--- config.mk ---
export PLATFORM = sky130hd
export DESIGN_NAME = transmit
export DESIGN_NICKNAME = d
export VERILOG_FILES = /design/src/rtl/transmit_pkg.sv /design/src/rtl/transmit_bit_tick.sv /design/src/rtl/transmit.sv
export SDC_FILE = /design/constraint.sdc
export NUM_CORES = 1
export LEC_CHECK = 0
export CELL_PAD_IN_SITES_DETAIL_PLACEMENT = 1
export CELL_PAD_IN_SITES_GLOBAL_PLACEMENT = 1
export CORE_ASPECT_RATIO = 1.5
export CORE_UTILIZATION = 42
export DETAILED_ROUTE_END_ITERATION = 10
export GPL_ROUTABILITY_DRIVEN = 0
export HOLD_SLACK_MARGIN = 0.12
export PLACE_DENSITY_LB_ADDON = 0.1
export SYNTH_ARGS = -nofsm -noshare
export SYNTH_HDL_FRONTEND = slang
export SYNTH_HIERARCHICAL = 1
export SYNTH_SLANG_ARGS = --single-unit
--- constraint.sdc ---
create_clock -name clkp -period 2 [get_ports clkp]
set_input_delay 0.2 -clock clkp [delete_from_list [all_inputs] [get_ports clkp]]
set_output_delay 0.2 -clock clkp [all_outputs]
set_load 0.03 [all_outputs]
--- src/rtl/transmit_pkg.sv ---
// transmit_pkg: shared states, status codes and frame-length helper for the NV serial transmitter.
// Defining TRANSMIT_PARITY_EN adds one even-parity bit to every frame.
package transmit_pkg;
  typedef enum logic [1:0] {IDLE = 2'd0, SEND = 2'd1, DONE = 2'd2, GAP = 2'd3} state_e;
  localparam logic [1:0] ST_IDLE = 2'b00;
  localparam logic [1:0] ST_SEND = 2'b01;
  localparam logic [1:0] ST_DONE = 2'b10;
  localparam logic [1:0] ST_GAP  = 2'b11;
`ifdef TRANSMIT_PARITY_EN
  localparam bit PARITY_EN = 1'b1;
`else
  localparam bit PARITY_EN = 1'b0;
`endif
  function automatic int frame_bits(input int data_w);
    return data_w + (PARITY_EN ? 3 : 2);
  endfunction
endpackage

--- src/rtl/transmit_bit_tick.sv ---
// transmit_bit_tick: bit-period divider, pulses tick_o on the last cycle of every CLK_DIV-cycle period.
module transmit_bit_tick #(
  parameter int CLK_DIV = 50
) (
  input  logic clk_i,
  input  logic rst_i,
  input  logic en_i,
  input  logic clr_i,
  output logic tick_o
);
  localparam int CW = $clog2(CLK_DIV);
  logic [CW-1:0] cnt_q, cnt_d;
  always_comb begin
    tick_o = en_i && cnt_q == CW'(CLK_DIV - 1);
    cnt_d = clr_i ? '0 : tick_o ? '0 : en_i ? cnt_q + 1'b1 : cnt_q;
  end
  always_ff @(posedge clk_i or posedge rst_i)
    if (rst_i) cnt_q <= '0;
    else cnt_q <= cnt_d;
endmodule

--- src/rtl/transmit.sv ---
// transmit: NV controller serial frame transmitter (start bit, MSB-first payload, optional parity, stop bit).
// Parity insertion is selected by TRANSMIT_PARITY_EN through transmit_pkg.
module transmit
  import transmit_pkg::*;
#(
  parameter int                DATA_W     = 16,
  parameter logic [DATA_W-1:0] FRAME_WORD = DATA_W'(32'hA5C3),
  parameter int                CLK_DIV    = 50,
  parameter int                GAP_BITS   = 4
) (
  input  logic       clkp,
  input  logic       clkn,
  input  logic       reset,
  input  logic       clikcs,
  input  logic       start,
  output logic [1:0] status,
  output logic       data_out
);
  localparam int FB = frame_bits(DATA_W);
  localparam int BW = $clog2((FB > GAP_BITS ? FB : GAP_BITS) + 1);
  state_e            state_q;
  logic [1:0]        status_q;
  logic              dout_q;
  logic [BW-1:0]     bit_q;
  logic [BW-1:0]     nb;
  logic [DATA_W-1:0] shift_q;
  logic              par_q;
  logic              tick, frame_end, gap_end, load, nxt_bit;
  logic              unused_clkn;
  assign unused_clkn = clkn;
  transmit_bit_tick #(.CLK_DIV(CLK_DIV)) u_tick (
    .clk_i (clkp),
    .rst_i (reset),
    .en_i  (state_q == SEND || state_q == GAP),
    .clr_i (state_q == IDLE || state_q == DONE),
    .tick_o(tick)
  );
  // bit_q indexes frame bits in SEND and gap bit periods in GAP
  always_comb begin
    nb        = bit_q + 1'b1;
    frame_end = tick && bit_q == BW'(FB - 1);
    gap_end   = tick && bit_q == BW'(GAP_BITS - 1);
    load      = start && (state_q == IDLE || (state_q == GAP && gap_end));
    nxt_bit   = nb <= BW'(DATA_W) ? shift_q[DATA_W-1] :
                (PARITY_EN && nb == BW'(DATA_W + 1)) ? par_q : 1'b1;
  end
  always_ff @(posedge clkp or posedge reset)
    if (reset) begin
      state_q  <= IDLE;
      status_q <= ST_IDLE;
      dout_q   <= 1'b1;
      bit_q    <= '0;
      shift_q  <= '0;
      par_q    <= 1'b0;
    end else if (load) begin
      state_q  <= SEND;
      status_q <= ST_SEND;
      dout_q   <= 1'b0;
      bit_q    <= '0;
      shift_q  <= FRAME_WORD;
      par_q    <= 1'b0;
    end else begin
      case (state_q)
        SEND:
          if (frame_end) begin
            state_q  <= clikcs ? GAP : DONE;
            status_q <= clikcs ? ST_GAP : ST_DONE;
            dout_q   <= 1'b1;
            bit_q    <= '0;
          end else if (tick) begin
            bit_q  <= nb;
            dout_q <= nxt_bit;
            if (nb <= BW'(DATA_W)) begin
              shift_q <= {shift_q[DATA_W-2:0], 1'b0};
              par_q   <= par_q ^ shift_q[DATA_W-1];
            end
          end
        DONE:
          if (!start) begin
            state_q  <= IDLE;
            status_q <= ST_IDLE;
          end
        GAP:
          if (gap_end) begin
            state_q  <= IDLE;
            status_q <= ST_IDLE;
            bit_q    <= '0;
          end else if (tick) bit_q <= nb;
        default: ;
      endcase
    end
  assign status   = status_q;
  assign data_out = dout_q;
endmodule

==> impl_metrics.env, run 1 <==
export IMPL_yosys_area_top_type="dfrtp_1"
export IMPL_viasPerCell=5.86
export IMPL_crit_path_max_fanout=7
export IMPL_die_x_um=54.2
export IMPL_ys_seq_area_frac=0.438
export IMPL_core_area_mm2=0.00392
export IMPL_rsz0062_at_grt="yes"
export IMPL_synth_top_flop_cell="dfrtp_1"
export IMPL_grt_usage=0.241
export IMPL_clockRootBuffer="clkbuf_8"
export IMPL_reg2reg_from="u_tick/cnt_q[1]"
export IMPL_period_needed_ns=1.95
export IMPL_cts_tree="done"
export IMPL_cp_slowest_stage_delay_ns=0.39
export IMPL_postRouteAntennaNets=0
export IMPL_grt_max_degree=25
export IMPL_skew_ns=0.00855
export IMPL_clock_sinks=30
export IMPL_synth_cell_type_count=52
export IMPL_final_period_utilization=0.973
export IMPL_peakVddDrop_mv=0.375
export IMPL_routed_wl_um=4380
export IMPL_drc_errors=0
export IMPL_diodes=0
export IMPL_initial_core_util=0.437
export IMPL_hold_path_class="primary input to async pin"
export IMPL_critical_path_top_delay_family="simple AND/OR/NAND/NOR gates"
export IMPL_die_area_mm2=0.00435
export IMPL_synth_warnings=6
export IMPL_place_hpwl_um=3260
export IMPL_clockBufferDepth=2
export IMPL_cp_buffers_inverters=1
export IMPL_slew_violations=0
export IMPL_syn_avg_cell_area_um2=10.2
export IMPL_crit_arrival_ns=2.11
export IMPL_netlist_area_leader_share=0.423
export IMPL_synth_edf_count=0
export IMPL_grt_pass1_vias=1543
export IMPL_final_nets=205
export IMPL_synthTopCellsByArea="dfrtp_1 42%, nor2_1 3.1%, a21oi_1 2.9%, ha_1 2.9%, o21ai_1 2.9%"
export IMPL_r2r_setup_slack_ns=0.05
export IMPL_final_core_util=0.545
export IMPL_path_cells="inv_2 -> ha_4 -> nand4bb_4 -> nor2_4 -> nor3b_4 -> a311o_2 -> nor2_4 -> a22o_1"
export IMPL_maxCapViolations=0
export IMPL_clk_insertion_delay_late_ns=0.28
export IMPL_wl_per_cell_um=18.1
export IMPL_vias=1418
export IMPL_rr_worst_depth=8
export IMPL_drt_iter0_drc=17
export IMPL_relSlewSlack=0.651
export IMPL_crit_slowest_cell="dfrtp_1"
export IMPL_power_density_mw_per_mm2=530
export IMPL_overflow=0
export IMPL_finalSetupViolations=0
export IMPL_hold_viol_final=0
export IMPL_outcome="completed"
export IMPL_rows=28
export IMPL_io_pins=8
export IMPL_drtPass1Iterations=3
export IMPL_syn_instance_count=168
export IMPL_fillers=424
export IMPL_critPathCaptureType="register"
export IMPL_leakagePower_nw=0.902
export IMPL_power_mw=1.13
export IMPL_ys_ff_latch=30
export IMPL_path_clk_slew_ns=0.06
export IMPL_h_tree_depth=2
export IMPL_crit_type="register to register"
export IMPL_max_slew_worst_pin_slew_ns=0.523
export IMPL_max_freq_mhz=514
export IMPL_path_common_cell="nor2_4"
export IMPL_synth_area_mm2=0.00172
export IMPL_ctsHoldBuffers=0
export IMPL_antenna_found_initial=0
export IMPL_io_buffers=6
export IMPL_numCtsBuffers=5
export IMPL_synth_async_reset_ratio=1.00
export IMPL_final_layout_size_suffix_gt1_frac=0.294
export IMPL_r2r_end="shift_q[12]"
export IMPL_grt_pass1_wl_um=7410
export IMPL_syn_nets=177
export IMPL_cp_start_kind="register"
export IMPL_cp_data_required_time_ns=2.16
export IMPL_die_y_um=80.3
export IMPL_area_growth_pct=24.6
timing repair:
action | in CTS | in global routing
cloned | 0 | 1
pin swaps | 5 | 8
buffers inserted | 2 | 0
endpoints found under the setup margin | 15 | 20
resized for setup | 3 | 9
layout by cell type (no fill, tap or decap), types with 2 or more instances in the layout:
master and count:
xor2_1 5, dfrtp_1 28, and3b_1 2, nand4bb_4 2, nor2_1 13, nand2b_1 2
nand2_2 2, clkbuf_8 6, nand2_4 2, a21oi_1 10, nand3_1 6, o21ai_2 3
a22o_1 2, nand4_1 2, or3b_1 2, nor2_4 2, nand4b_1 2, clkdlybuf4s50_1 6
o21ai_1 7, nand2_1 9, clkbuf_1 2, o21ai_0 6, mux2i_1 2, o211ai_1 2
buf_4 21, nor2b_1 3, nor3_1 8, nand3_2 2, inv_1 5, ha_1 3
o22ai_1 2
area by class of cell:
cell class / instances / area, µm² / share of cell area
Tap cell: 45 / 56.3 / 0.0263
Timing Repair Buffer: 28 / 229 / 0.107
Inverter: 6 / 22.5 / 0.0105
Clock buffer: 8 / 90.1 / 0.0421
Sequential cell: 30 / 753 / 0.352
Multi-Input combinational cell: 125 / 988 / 0.462
how the worst max path moves through the flow:
stage                         start          end  depth (start not counted)
floorplan           u_tick/cnt_q[1]  shift_q[12]                          9
global placement    u_tick/cnt_q[1]  shift_q[12]                          9
detailed placement  u_tick/cnt_q[1]   shift_q[5]                          9
CTS                 u_tick/cnt_q[1]  shift_q[12]                          8
global route        u_tick/cnt_q[1]   shift_q[9]                          9
finish              u_tick/cnt_q[1]  shift_q[12]                          8
report_power, final:
group	total, mW	switching, mW	leakage, nW	internal, mW
logic	0.0265	0.0161	0.528	0.0104
clock network	0.497	0.217	0.0455	0.280
registers	0.610	0.00118	0.329	0.609
total	1.13	0.235	0.902	0.900
cells in the mapped netlist, drive strengths merged, types with 3 or more instances:
| cell | number |
|---|---|
| dfrtp | 29 |
| o21ai | 16 |
| nor2 | 15 |
| nand2 | 12 |
| a21oi | 10 |
| nand3 | 8 |
| nor3 | 8 |
| buf | 7 |
| inv | 6 |
| xor2 | 5 |
| ha | 4 |
| nor2b | 3 |
| o211ai | 3 |
| o22ai | 3 |
sequential cells by signal, indices dropped and copies added (netlist names):
signal and count:
bit_q 5, shift_q 16, u_tick/cnt_q 6, data_out 1
status 2
stage by stage:
step	hold slack (ns)	instances	worst slack (ns)	cell area (µm²)	setup TNS, ns
floorplan	-0.00904	168	-0.0596	1750	-0.144
global placement	0.469	231	-0.0109	1960	-0.0190
detailed placement	0.478	231	-0.0661	1960	-0.182
CTS	0.167	241	-0.0176	2090	-0.0176
global route	0.212	242	-0.0631	2140	-0.559
finish	0.171	242	0.0548	2140	0
metal layers:
layer | part of all wire | vias up | global-route usage
met2 | 0.61 | 7 | 0.465
met3 | 0.013 | 7 | 0.0417
met1 | 0.36 | 737 | 0.233
met5 | 0 | - | 0
met4 | 0.015 | 0 | 0.0974
li1 | - | 667 | -
cells by family after synthesis:
group / count (synthesis) / synth area share
compound gates: 48 / 0.228
xor+xnor: 6 / 0.0306
fa+ha+maj: 4 / 0.0292
buf+inv: 14 / 0.0437
flops: 30 / 0.438
mux: 2 / 0.0117
simple gates: 64 / 0.219
Power figures use the tool's default switching activity.
==> run 2: changes to the inputs <==
--- a/config.mk
+++ b/config.mk
@@ -5,9 +5,11 @@
 export SDC_FILE = /design/constraint.sdc
 export NUM_CORES = 1
 export LEC_CHECK = 0
+export CAP_MARGIN = 20
 export CELL_PAD_IN_SITES_DETAIL_PLACEMENT = 1
 export CELL_PAD_IN_SITES_GLOBAL_PLACEMENT = 1
 export CORE_ASPECT_RATIO = 1.5
+export CORE_MARGIN = 5
 export CORE_UTILIZATION = 42
 export DETAILED_ROUTE_END_ITERATION = 10
 export GPL_ROUTABILITY_DRIVEN = 0
==> run 2 against run 1 <==
  * Count of clock-buffer cells in the layout fell by 2
  * Via count fell by 0.63%
  * Clock skew rose by 0.0047 ns
  * Largest power group is now the clock network
  * Critical path depth unchanged
==> impl_metrics.env, run 2 (same netlist as run 1, synthesis figures left out) <==
export IMPL_finalSetupTns_ns=0
export IMPL_dpl_cell_area_mm2=0.00198
export IMPL_grt_max_degree=25
export IMPL_die_x_um=62.2
export IMPL_routed_wl_um=4510
export IMPL_clock_sinks=30
export IMPL_finalSetupViolations=0
export IMPL_power_density_mw_per_mm2=645
export IMPL_hold_viol_final=0
export IMPL_h_tree_depth=2
export IMPL_leakagePower_nw=0.945
export IMPL_final_core_util=0.554
export IMPL_path_cells="inv_1 -> ha_2 -> nand4bb_4 -> nor2_4 -> nand2_2 -> a311oi_4 -> nand2_4 -> o221a_1"
export IMPL_cp_data_required_time_ns=2.21
export IMPL_numCtsBuffers=5
export IMPL_final_common_cell="dfrtp_1"
export IMPL_endpoint="data_out"
export IMPL_final_nets=208
export IMPL_crit_type="register to register"
export IMPL_cp_startpoint="u_tick/cnt_q[1]"
export IMPL_overflow=0
export IMPL_skew_ns=0.0132
export IMPL_grt_pass1_vias=1559
export IMPL_final_cell_area_mm2=0.00219
export IMPL_clockBufferDepth=2
export IMPL_place_hpwl_um=3260
export IMPL_grt_pass1_wl_um=7570
export IMPL_final_layout_size_suffix_gt1_frac=0.295
export IMPL_io_buffers=6
export IMPL_peakVddDrop_mv=0.516
export IMPL_r2r_setup_slack_ns=0.05
export IMPL_max_freq_mhz=513
export IMPL_drt_met1_wl_um=1720
export IMPL_die_y_um=88.3
export IMPL_period_needed_ns=1.95
export IMPL_final_setup_worst_slack_ns=0.0522
export IMPL_layout_common_cells="28 x dfrtp_1, 24 x buf_4, 13 x nor2_1"
export IMPL_core_area_mm2=0.00396
export IMPL_power_mw=1.42
export IMPL_reg2reg_from="u_tick/cnt_q[1]"
export IMPL_rsz0062_at_grt="yes"
export IMPL_relSlewSlack=0.663
export IMPL_path_clk_slew_ns=0.08
export IMPL_wl_met2_um=2630
export IMPL_clockRootBuffer="clkbuf_8"
export IMPL_vias=1409
export IMPL_rows=28
export IMPL_viasPerCell=5.75
export IMPL_top_regs="shift_q (16), u_tick/cnt_q (6), bit_q (5)"
export IMPL_cp_start_kind="register"
export IMPL_postRouteAntennaNets=0
export IMPL_slew_violations=0
export IMPL_hold_path_class="primary input to async pin"
export IMPL_drc_errors=0
export IMPL_diodes=0
export IMPL_crit_slowest_cell="a311oi_4"
export IMPL_whs_ns=0.154
export IMPL_dp_cells=232
export IMPL_largest_reg_flops=16
export IMPL_initial_core_util=0.434
export IMPL_io_pins=8
export IMPL_r2r_end="data_out"
export IMPL_rr_worst_depth=8
export IMPL_cts_tree="done"
export IMPL_area_growth_pct=27.8
export IMPL_instances_no_fill=245
export IMPL_drtPass1Iterations=4
export IMPL_cp_slowest_stage_delay_ns=0.43
export IMPL_drt_iter0_drc=31
export IMPL_antenna_found_initial=0
export IMPL_max_slew_worst_pin_slew_ns=0.506
export IMPL_wl_per_cell_um=18.4
export IMPL_outcome="completed"
export IMPL_top_layer="met4"
export IMPL_met3WireLength_um=57
export IMPL_post_place_ws_ns=-0.116
export IMPL_clk_insertion_delay_late_ns=0.29
export IMPL_crit_path_max_fanout=6
export IMPL_top_register="shift_q"
export IMPL_die_area_mm2=0.00549
export IMPL_grt_usage=0.174
export IMPL_critPathCaptureType="register"
export IMPL_final_period_utilization=0.974
export IMPL_crit_arrival_ns=2.15
export IMPL_maxCapViolations=0
==> run 2: layer usage <==
layer	vias to the layer above	track usage
met5	-	0
met4	0	0.0750
met3	10	0.0267
met2	11	0.342
met1	717	0.180
li1	671	-
==> run 2: worst max-delay path, delay by kind of cell, from the launching register on <==
| kind | cells | cell delay (ns) |
|---|---|---|
| AOI/OAI and AO/OA | 2 | 0.69 |
| and+or+nand+nor | 4 | 0.56 |
| DFF | 1 | 0.38 |
| adders and majority gates | 1 | 0.18 |
| buffers and inverters | 1 | 0.06 |
==> run 2: where the power goes <==
| group | total, mW | switching (mW) | internal (mW) |
|---|---|---|---|
| registers | 0.610 | 0.00124 | 0.609 |
| clock network | 0.779 | 0.248 | 0.532 |
| logic | 0.0261 | 0.0157 | 0.0104 |
| total | 1.42 | 0.265 | 1.15 |
==> run 2: worst min-delay path by stage <==
stage                     start         endpoint  slack, ns  depth (start not counted)
after global placement    reset  u_tick/cnt_q[4]       0.47                          2
final                     reset  u_tick/cnt_q[3]       0.15                          2
after CTS                 reset  u_tick/cnt_q[3]       0.16                          2
after floorplan           reset  u_tick/cnt_q[0]     -0.009                          1
after detailed placement  reset  u_tick/cnt_q[4]       0.47                          2
after global routing      reset  u_tick/cnt_q[3]       0.17                          2
==> run 2: cell type report <==
type                       count  area [µm²]
timing repair buffer          31         260
fill                         426        1770
tap                           45        56.3
clock inverter                 2        60.1
clock buffer                   6        82.6
inverter                       6        22.5
multi-input combinational    125         958
sequential                    30         753
==> run 2: repair_timing <==
| action | CTS | global route |
|---|---|---|
| pin swaps | 2 | 0 |
| hold buffers | 0 | 0 |
| setup endpoints to repair | 21 | 17 |
| setup buffers | 2 | 2 |
| gates resized for setup | 3 | 3 |
| cloned | 0 | 1 |
==> run 3: changes to the inputs <==
--- a/config.mk
+++ b/config.mk
@@ -11,6 +11,7 @@
 export CORE_ASPECT_RATIO = 1.5
 export CORE_MARGIN = 5
 export CORE_UTILIZATION = 42
+export CTS_CLUSTER_DIAMETER = 100
 export DETAILED_ROUTE_END_ITERATION = 10
 export GPL_ROUTABILITY_DRIVEN = 0
 export HOLD_SLACK_MARGIN = 0.12
==> results of run 3 <==
Final layout, timing and power as in run 2 (identical DEF).
